<file path="src/rtl/mac_accumulator.sv">
// ----------------------------------------------------------------------------
// mac_accumulator
//
// Streaming signed multiply-accumulate stage. Computes the dot product of two
// fixed-point operand vectors whose length is given at run time, and presents
// one wide accumulator result per vector. The result carries 2*FRAC_W
// fractional bits and is consumed by the downstream Quantizer unmodified.
//
// Element pipeline: an accepted pair is multiplied into the product register
// on the accepting edge and added into the accumulator on the following edge.
//
// Optional build macro:
//   MAC_SATURATE_EN  defined   -> accumulator clamps to the signed limits on
//                                 overflow
//                    undefined -> accumulator wraps modulo 2^ACC_W
//   The overflow flag behaves identically in both builds.
//
// Parameters:
//   DATA_W  operand width, signed two's complement
//   FRAC_W  fractional bits per operand
//   ACC_W   accumulator / result width (ACC_W >= 2*DATA_W)
//   LEN_W   width of the vector-length field
//
// Ports:
//   clk        rising-edge clock
//   rst_n      synchronous active-low reset
//   start      begin a vector (sampled only when idle)
//   vec_len    element count, latched on an accepted start
//   in_valid   operand pair valid
//   in_ready   block accepts an operand pair
//   a, b       signed operands
//   out_valid  acc_out holds a finished result
//   out_ready  downstream accepts the result
//   acc_out    signed dot-product result
//   overflow   sticky: accumulator overflowed during the current vector
//   busy       high whenever the block is not idle
// ----------------------------------------------------------------------------
module mac_accumulator #(
  parameter int DATA_W = 8,
  parameter int FRAC_W = 4,
  parameter int ACC_W  = 24,
  parameter int LEN_W  = 8
) (
  input  logic              clk,
  input  logic              rst_n,
  input  logic              start,
  input  logic [LEN_W-1:0]  vec_len,
  input  logic              in_valid,
  output logic              in_ready,
  input  logic [DATA_W-1:0] a,
  input  logic [DATA_W-1:0] b,
  output logic              out_valid,
  input  logic              out_ready,
  output logic [ACC_W-1:0]  acc_out,
  output logic              overflow,
  output logic              busy
);

  localparam int PROD_W = 2 * DATA_W;

  // Reject parameter sets where the product would not fit the accumulator or
  // the operand would have no integer/sign bit left.
  if (ACC_W < PROD_W || FRAC_W >= DATA_W) begin : g_param_check
    $error("mac_accumulator: illegal DATA_W/FRAC_W/ACC_W combination");
  end

  typedef enum logic [1:0] {
    IDLE  = 2'd0,
    ACCUM = 2'd1,
    DRAIN = 2'd2,
    HOLD  = 2'd3
  } state_t;

  state_t state, state_next;

  logic                     accept;
  logic                     start_go;
  logic [LEN_W-1:0]         remaining;
  logic                     prod_vld;
  logic signed [PROD_W-1:0] prod_q;
  logic signed [PROD_W-1:0] a_ext, b_ext;
  logic signed [ACC_W-1:0]  prod_ext;
  logic [ACC_W-1:0]         acc;
  logic [ACC_W-1:0]         sum;
  logic [ACC_W-1:0]         acc_next;
  logic                     add_ovf;

  assign accept   = in_valid & in_ready;
  assign start_go = (state == IDLE) && start;

  // Operands widened to the product width so the multiply is exact and
  // free of any context-width surprises.
  assign a_ext = PROD_W'($signed(a));
  assign b_ext = PROD_W'($signed(b));

  assign prod_ext = ACC_W'(prod_q);
  assign sum      = acc + prod_ext;

  // Signed overflow: both addends share a sign and the sum's sign differs.
  assign add_ovf = (acc[ACC_W-1] == prod_ext[ACC_W-1]) &&
                   (sum[ACC_W-1] != acc[ACC_W-1]);

`ifdef MAC_SATURATE_EN
  // Clamp toward the sign of the addends; later adds proceed from the limit.
  always_comb begin
    acc_next = sum;
    if (add_ovf) begin
      acc_next = acc[ACC_W-1] ? {1'b1, {(ACC_W-1){1'b0}}}
                              : {1'b0, {(ACC_W-1){1'b1}}};
    end
  end
`else
  assign acc_next = sum;
`endif

  // --------------------------------------------------------------------------
  // State and datapath registers
  // --------------------------------------------------------------------------
  // NOTE: all state here updates with non-blocking assignments so every
  // register sees the pre-edge value of every other register.
  always_ff @(posedge clk) begin
    if (!rst_n) begin
      state     <= IDLE;
      acc       <= '0;
      prod_q    <= '0;
      prod_vld  <= 1'b0;
      remaining <= '0;
      overflow  <= 1'b0;
    end else begin
      state    <= state_next;
      prod_vld <= accept;

      if (accept) begin
        prod_q <= a_ext * b_ext;
      end

      if (start_go) begin
        remaining <= vec_len;
      end else if (accept) begin
        remaining <= remaining - LEN_W'(1);
      end

      if (start_go) begin
        acc      <= '0;
        overflow <= 1'b0;
      end else if (prod_vld) begin
        acc <= acc_next;
        if (add_ovf) begin
          overflow <= 1'b1;
        end
      end
    end
  end

  // --------------------------------------------------------------------------
  // Next-state and output decode
  // --------------------------------------------------------------------------
  // NOTE: every signal driven here gets a default first, so no path through
  // the case can leave one unassigned and infer a latch.
  always_comb begin
    state_next = state;
    in_ready   = 1'b0;
    out_valid  = 1'b0;
    busy       = 1'b1;
    unique case (state)
      IDLE: begin
        busy = 1'b0;
        if (start) begin
          state_next = (vec_len != '0) ? ACCUM : HOLD;
        end
      end
      ACCUM: begin
        in_ready = 1'b1;
        if (in_valid && remaining == LEN_W'(1)) begin
          state_next = DRAIN;
        end
      end
      DRAIN: begin
        // The final product is folded in on the edge where prod_vld is high.
        if (!prod_vld) begin
          state_next = HOLD;
        end
      end
      HOLD: begin
        out_valid = 1'b1;
        if (out_ready) begin
          state_next = IDLE;
        end
      end
      default: state_next = IDLE;
    endcase
  end

  assign acc_out = acc;

endmodule

</file>
<file path="config.mk">
export PLATFORM = sky130hd
export DESIGN_NAME = mac_accumulator
export DESIGN_NICKNAME = d
export VERILOG_FILES = /design/src/rtl/mac_accumulator.sv
export SDC_FILE = /design/constraint.sdc
export NUM_CORES = 1
export LEC_CHECK = 0
export BUFFER_PORTS_ARGS = -buffer_cell sky130_fd_sc_hd__buf_2
export CORE_ASPECT_RATIO = 0.9
export CORE_MARGIN = 5
export CORE_UTILIZATION = 61
export DETAILED_ROUTE_END_ITERATION = 10
export GPL_TIMING_DRIVEN = 1
export PLACE_DENSITY = 0.91
export SLEW_MARGIN = 25
export SYNTH_ARGS = -nofsm -noshare
export SYNTH_HDL_FRONTEND = slang
export SYNTH_SLANG_ARGS = --single-unit
</file>
<file path="constraint.sdc">
create_clock -name clk -period 5.15 [get_ports clk]
set_input_delay 0.515 -clock clk [delete_from_list [all_inputs] [get_ports clk]]
set_output_delay 0.515 -clock clk [all_outputs]
set_load 0.05 [all_outputs]
</file>
# ---- Word level (Yosys, flattened, before mapping)
# Cells that the tools add are included.
dict set report totals {
  ff_bits 52
  latchBits 0
  ram_bits 0
  mem_bits_ro 0
  input_bits 29
  out_inout_bits 28
  elab_cells 41
  mem_count 0
}
dict set report classes {
  add_sub_neg 2
  multipliers 1
  div 0
  order_cmp 0
  eq_ne 10
  n_shift 0
  mux 11
  bitwise 2
  n_reduce_logical 9
}
# operator count
set ops {}
lappend ops {{adder 24 bit} 1}
lappend ops {{multiplier 8 x 8 -> 16 bit} 1}
lappend ops {{2-to-1 mux 8 bit} 2}
lappend ops {{2-to-1 mux 2 bit} 5}
lappend ops {{equality test 8 x 1 -> 1 bit (second input constant)} 1}
lappend ops {{!= test 2 bit (second input constant)} 4}
lappend ops {{case mux 2 bit (4 select lines)} 1}
lappend ops {{nonzero test 8 bit} 1}
lappend ops {{subtractor 8 x 1 -> 8 bit (second input constant)} 1}
lappend ops {{equality test 2 bit (second input constant)} 2}
lappend ops {{AND reduction 4 bit} 1}
lappend ops {{logical AND 1 bit} 3}
lappend ops {{2-to-1 mux 1 bit} 3}
lappend ops {{equality test 2 x 1 -> 1 bit (second input constant)} 1}
lappend ops {{logical NOT 2 bit} 1}
lappend ops {{AND reduction 2 bit} 1}
lappend ops {{nonzero test 2 bit} 1}
lappend ops {{OR reduction 2 bit} 1}
lappend ops {{bitwise AND 1 bit} 1}
lappend ops {{equality test 1 bit} 1}
lappend ops {{!= test 1 bit} 1}
lappend ops {{NOT 1 bit} 1}

# ---- Logic depth before layout (Yosys ltp)
# Gate-level depths: netlist (run 1).
dict set report depth {
  depth_word 5
  mapped_depth 17
  ltp_nobuf 17
}

# ---- Worst setup path before layout (run 1)
# No wires, ideal clock.
dict set report synth_path {
  path_type {input port to flip-flop}
  startpoint {in b[4]}
  endpoint {reg prod_q[15]}
  setup_time_ns 0.133
  arrival_time_ns 4.437
  required_time_ns 5.017
  slack_ns 0.580
  cell_stages 16
  path_buffers 0
  path_cell_list {and2_1 > fa_1 > inv_1 > fa_1 > inv_1 > fa_1 > inv_1 > fa_1 > inv_1 > ha_1 > or3_1 > o221a_2 > o41ai_1 > o21ai_0 > xnor2_1 > a21oi_1}
}
dict set report synth_via {
  elab_chain_len 1
}
# element line
set synth_rtl {}
lappend synth_rtl {{start: declaration} 51} ;# input logic [DATA_W-1:0] b,
lappend synth_rtl {{multiplier 8 x 8 -> 16 bit} 134} ;# prod_q <= a_ext * b_ext;
lappend synth_rtl {{end signal: assignment} 134}
lappend synth_rtl {{end: declaration} 80} ;# logic signed [PROD_W-1:0] prod_q;
# Every way passes these cells.
# A chain may end at the register's enable or synchronous reset.

# ---- Final worst setup path (run 1)
dict set report layout_path {
  startpoint {in b[0]}
  endpoint {reg prod_q[15]}
}
# The elaborated chain is that of the path after synthesis.

==> impl_metrics.py, run 1 <==
metrics = {
    "status": {
        "status": "completed",
    },
    "grt": {
        "antenna_found_initial": 0,
        "grt_busiest_layer": "met2",
        "grt_first_pass_wirelength_mm": 22.5,
        "grt_max_degree": 28,
        "met3_usage": 0.0320,
        "met2_usage": 0.428,
        "grt_pass1_vias": 5042,
        "grtUsageMet1": 0.294,
        "grt_remaining_overflow": 0,
        "grt_use_total": 0.234,
    },
    "routing": {
        "dr.pass1.iters": 5,
        "via_per_inst": 5.83,
        "routed_wl_mm": 13.0,
        "wl_per_cell_um": 15.3,
        "drc_errors": 0,
        "vias": 4941,
        "drt_iter0_drc": 301,
        "postRouteAntennaNets": 0,
    },
    "timing": {
        "drv_slew": 0,
        "worstMarginPinSlew_ps": 827,
        "fmax_mhz": 213,
        "fin_crit_ps": 4700,
        "rsz0062_at_grt": "no",
        "slew_headroom": 0.449,
        "hold_viol_final": 0,
        "finalCritPeriodShare": 0.913,
        "finClkSkew_ps": 16.4,
        "setup_viol": 0,
        "finalSetupTns_ps": 0,
    },
    "setup_path": {
        "max_stage_delay_ps": 530,
        "cp-start-kind": "input port",
        "path_cells": "buf_2 > and2_1 > fa_1 > inv_1 > fa_1 > inv_1 > fa_1 > inv_1 > fa_1 > inv_1 > ha_1 > or3_1 > o221a_2 > o41ai_1 > o21ai_0 > xnor2_1 > a21oi_1",
        "cp_max_fo": 8,
        "crit_path_top_delay_cell": "fa_1",
        "criticalPathCategory": "input port to flip-flop",
        "r2r_start": "prod_q[15]",
        "end_kind": "flip-flop",
        "cp.required_ps": 5300,
        "worstReg2RegEnd": "acc_out[20]",
        "crit_arrival_ps": 4850,
        "rrSetupSlack_ps": 2360,
        "rr_worst_depth": 7,
    },
    "hold_path": {
        "min-delay-start": "vec_len[5]",
        "hold_end": "remaining[5]",
        "hold_path.class": "input port to flip-flop",
        "min_path_cells": 2,
    },
    "logic_synthesis": {
        "ys.warnings.count": 0,
        "synthArstFlopShare": 0,
        "syn_area_um2": 5750,
        "ys_ff_latch": 52,
        "synth.yosys.seq_area_share": 0.181,
        "synth_top_area_share": 0.195,
        "synth_edf_count": 0,
        "synth_cells": 673,
        "synth-main-ff-cell": "dfxtp_1",
        "synth_cell_types": 57,
        "syn_area_per_cell_um2": 8.55,
        "ys_top_cells_by_area": "fa_1 19%, dfxtp_1 18%, ha_1 13%",
        "synth.largest_area_cell": "fa_1",
        "synth_nets": 817,
    },
    "cts": {
        "cts_tree": "done",
        "clk_path_buf_depth": 2,
        "clk_pin_slew_ps": 100,
        "post-cts-setup-buffers": 0,
        "ctsResizeCount": 0,
        "root_buffer": "clkbuf_8",
        "cts_hold_buf": 0,
        "h-tree-depth": 2,
        "cts_buffers": 5,
        "clkSinkCount": 52,
        "clk_latency_ps": 310,
    },
    "floorplan": {
        "row_count": 33,
        "die_area_um2": 11500,
        "fp.dieW_um": 112,
        "initial_core_util": 0.627,
        "boundaryPins": 57,
        "die_h_um": 102,
        "fp.coreArea_um2": 9170,
    },
    "finish": {
        "num_antenna_cells": 0,
        "fill_cells": 739,
        "syn2layout_area_growth_pct": 8.44,
        "instances_no_fill": 848,
        "drive_gt1_frac": 0.101,
        "layout.nets": 869,
    },
    "placement": {
        "port-buffer-count": 56,
        "place_hpwl_mm": 10.5,
        "dp.cells": 840,
        "gp_congestion": 0.929,
    },
    "power_and_ir_drop": {
        "cellPowerDensity_nw_per_um2": 363,
        "p_leak_nw": 2.94,
        "vdd_drop_max_mv": 0.310,
    },
    "run": {
        "maxCapViolCount": 0,
    },
}
## metal layers
metal | vias up | routed length (um)
met2 | 144 | 6680
met5 | - | 0
li1 | 2382 | -
met3 | 21 | 658
met4 | 0 | 197
met1 | 2394 | 5480
## power breakdown
part | leakage [nW] | switching (mW) | internal [mW]
Combinational | 2.47 | 0.870 | 0.619
Clock | 0.0479 | 0.144 | 0.0952
Sequential | 0.422 | 0.0630 | 0.470
Total | 2.94 | 1.08 | 1.18
## sequential cells by signal, summed over array words and instances (netlist names)
name       flops
state          2
prod_vld       1
acc_out       24
prod_q        16
remaining      8
overflow       1
## critical path: cells and delay by family
family          cells  cell delay [ps]
fa+ha+maj           5             2260
buf+inv             5              340
compound gates      4              970
simple gates        2              580
xor+xnor            1              180
## placed cells by master (no fill, tap or decap), drive strengths merged, types with 3 or more instances in the layout
| cell type | n |
|---|---|
| nor2 | 32 |
| clkbuf | 5 |
| a21o | 5 |
| ha | 59 |
| or3 | 10 |
| a21boi | 3 |
| buf | 58 |
| o211ai | 9 |
| a21oi | 34 |
| inv | 94 |
| nand4 | 4 |
| nand2 | 60 |
| o211a | 7 |
| and3 | 4 |
| and2 | 48 |
| dfxtp | 52 |
| a211oi | 11 |
| nor3 | 12 |
| xnor2 | 21 |
| o21ai | 29 |
| o31a | 4 |
| mux2i | 12 |
| nand3b | 5 |
| a31oi | 4 |
| nor4 | 3 |
| nand2b | 4 |
| o21a | 11 |
| xor2 | 7 |
| fa | 56 |
| clkinv | 4 |
| nor2b | 14 |
| nand3 | 16 |
## cell families (layout without fill, tap and decap cells)
kind of cell / count (synthesis) / after routing / synth area share
AO/OA/AOI/OAI: 137 / 137 / 0.161
XOR/XNOR: 28 / 28 / 0.0426
adder cells (fa/ha/maj): 115 / 115 / 0.323
buffers and inverters: 108 / 161 / 0.0707
flip-flops: 52 / 52 / 0.181
multiplexers: 14 / 14 / 0.0248
AND/OR/NAND/NOR: 219 / 219 / 0.197
## how the worst max path moves through the flow
stage | from | endpoint | slack [ps] | cells past startpoint
floorplan | b[4] | prod_q[15] | 580 | 16
global placement | b[4] | prod_q[15] | 270 | 17
detailed placement | b[0] | prod_q[15] | 110 | 17
CTS | b[0] | prod_q[15] | 430 | 17
global route | a[0] | prod_q[15] | 230 | 16
finish | b[0] | prod_q[15] | 450 | 17
## cells in the mapped netlist (5+ instances only)
cell	number
clkbuf_1	10
xnor2_1	21
a21oi_1	34
o21a_1	11
nor2_1	32
dfxtp_1	52
ha_1	59
nand2_1	60
or3_1	10
nand3b_1	5
o211ai_1	9
o21ai_0	29
a211oi_1	11
nor3_1	12
a21o_1	5
nor2b_1	13
nand3_1	16
and2_1	48
fa_1	56
o211a_1	7
mux2i_1	12
xor2_1	7
inv_1	94
## cell type report
class / count / area, um2 / area share
tap: 122 / 153 / 0.0245
multi-input combinational: 513 / 4300 / 0.690
sequential: 52 / 1040 / 0.167
clock buffer: 5 / 68.8 / 0.0110
inverter: 95 / 357 / 0.0572
timing repair buffer: 58 / 295 / 0.0473
clock inverter: 3 / 18.8 / 0.00301
## stage by stage
step	power, mW	utilization	setup WS [ps]	cell area [um2]	hold WS, ps
finish	2.26	0.680	450	6240	456
global route	2.50	0.680	227	6240	451
CTS	2.26	0.680	428	6240	453
detailed placement	2.02	0.671	106	6150	447
global placement	1.94	0.671	273	6150	440
floorplan	1.70	-	580	5750	436
(Power assumes the default switching activity.)
==> run 2: changes to the inputs <==
==> constraint.sdc (replaced) <==
create_clock -name clk -period 5.69 [get_ports clk]
set_input_delay 0.569 -clock clk [delete_from_list [all_inputs] [get_ports clk]]
set_output_delay 0.569 -clock clk [all_outputs]
set_load 0.05 [all_outputs]
==> run 2 against run 1 <==
Effect of this change:
- first-iteration DRC count is 2.7% higher
- cell count stayed put
- non-clock buffer count stayed put
- global-route usage is 0.11 points lower
- via count is 0.38% lower
- sequential share of layout area stayed put
- routed wire length is 0.55% lower
- critical path depth stayed put
- clock-buffer cell count stayed put
- clock power is 10% lower
==> impl_metrics.py, run 2 (synthesis results as in run 1) <==
metrics = {
    "finish": {
        "final_common_cell": "inv_1",
        "syn2layout_area_growth_pct": 8.44,
        "instances_no_fill": 848,
        "num_antenna_cells": 0,
        "drive_gt1_frac": 0.101,
        "layout_common_cells": "94 x inv_1, 60 x nand2_1, 59 x ha_1",
        "layout.nets": 869,
        "largest_reg_flops": 24,
    },
    "setup_path": {
        "cp.required_ps": 5850,
        "cp-start-kind": "input port",
        "end_kind": "flip-flop",
        "crit_arrival_ps": 4940,
        "path_cells": "buf_2 > and2_1 > fa_1 > inv_1 > fa_1 > inv_1 > fa_1 > inv_1 > fa_1 > inv_1 > ha_1 > or3_1 > o221a_2 > o41ai_1 > o21ai_0 > xnor2_1 > a21oi_1",
        "crit_path_top_delay_cell": "fa_1",
        "cp_max_fo": 8,
        "cpLargestDelayFamily": "adder cells",
        "path_buf_inv": 5,
        "max_stage_delay_ps": 530,
        "criticalPathCategory": "input port to flip-flop",
    },
    "routing": {
        "postRouteAntennaNets": 0,
        "vias": 4922,
        "dr.pass1.iters": 5,
        "wl_per_cell_um": 15.3,
        "via_per_inst": 5.80,
        "routed_wl_mm": 12.9,
        "drt_iter0_drc": 309,
        "drc_errors": 0,
    },
    "cts": {
        "cts_buffers": 5,
        "root_buffer": "clkbuf_8",
        "ctsResizeCount": 0,
        "clkSinkCount": 52,
        "clk_path_buf_depth": 2,
        "cts_hold_buf": 0,
        "h-tree-depth": 2,
        "post-cts-setup-buffers": 0,
        "cts_tree": "done",
        "clk_latency_ps": 310,
        "clk_pin_slew_ps": 90,
    },
    "placement": {
        "port-buffer-count": 56,
        "dp.cells": 840,
        "place_hpwl_mm": 10.5,
        "gp_congestion": 0.929,
        "pre_cts_ws_ps": 582,
    },
    "timing": {
        "hold_viol_final": 0,
        "finClkSkew_ps": 14.2,
        "fmax_mhz": 209,
        "fin_ws_ps": 906,
        "finalSetupTns_ps": 0,
        "hold_slack_ps": 465,
        "drv_slew": 0,
        "finalCritPeriodShare": 0.841,
        "setup_viol": 0,
        "slew_headroom": 0.465,
        "fin_crit_ps": 4780,
        "rsz0062_at_grt": "no",
        "worstMarginPinSlew_ps": 803,
    },
    "power_and_ir_drop": {
        "p_leak_nw": 2.94,
        "vdd_drop_max_mv": 0.330,
        "cellPowerDensity_nw_per_um2": 327,
    },
    "grt": {
        "antenna_found_initial": 0,
        "grt_use_total": 0.232,
        "grt_first_pass_wirelength_mm": 22.4,
        "grt_max_degree": 28,
        "grt_remaining_overflow": 0,
        "grt_pass1_vias": 5017,
    },
    "run": {
        "maxCapViolCount": 0,
    },
    "hold_path": {
        "hold_path.class": "flip-flop to flip-flop",
    },
    "floorplan": {
        "fp.coreArea_um2": 9170,
        "initial_core_util": 0.627,
        "boundaryPins": 57,
        "row_count": 33,
        "fp.dieW_um": 112,
        "die_area_um2": 11500,
        "die_h_um": 102,
    },
    "status": {
        "status": "completed",
    },
}
run 2: cell counts in the layout (fill, tap and decap cells not counted):
No cell type changed its count.
run 2: cell type report:
class | count | area, um2
multi-input combinational | 513 | 4300
inverter | 95 | 357
clock inverter | 3 | 18.8
sequential | 52 | 1040
tap | 122 | 153
fill | 737 | 2930
clock buffer | 5 | 68.8
timing repair buffer | 58 | 295
run 2: power breakdown:
group	total, mW	internal [mW]	switching, mW
clock	0.215	0.0862	0.129
sequential	0.482	0.425	0.0567
combinational	1.34	0.561	0.784
total	2.04	1.07	0.970
run 2: final timing paths:
kind         startpoint           to  slack, ps  cells after the start
min reg2reg    overflow     overflow        460                      2
min            overflow     overflow        460                      2
max reg2reg  prod_q[15]  acc_out[20]       2920                      7
max                b[0]   prod_q[15]        910                     17
run 2: per-stage QoR:
stage                      util  power, mW  cell area [um2]
final                     0.680       2.04             6240
after global routing      0.680       2.26             6240
after CTS                 0.680       2.04             6240
after detailed placement  0.671       1.82             6150
after global placement    0.671       1.75             6150
after floorplan               -       1.54             5750
run 2: per-layer routing:
metal  GRT usage  up-vias  share of wire
li1            -     2385              -
met3      0.0290       20          0.048
met4      0.0536        0          0.013
met1       0.297     2381           0.43
met2       0.425      136           0.51
met5           0        -              0
run 2: tightest hold or removal path: stages (launching register included):
cell     delay, ps
dfxtp_1        340
nand2_1         40
o21ai_0         60
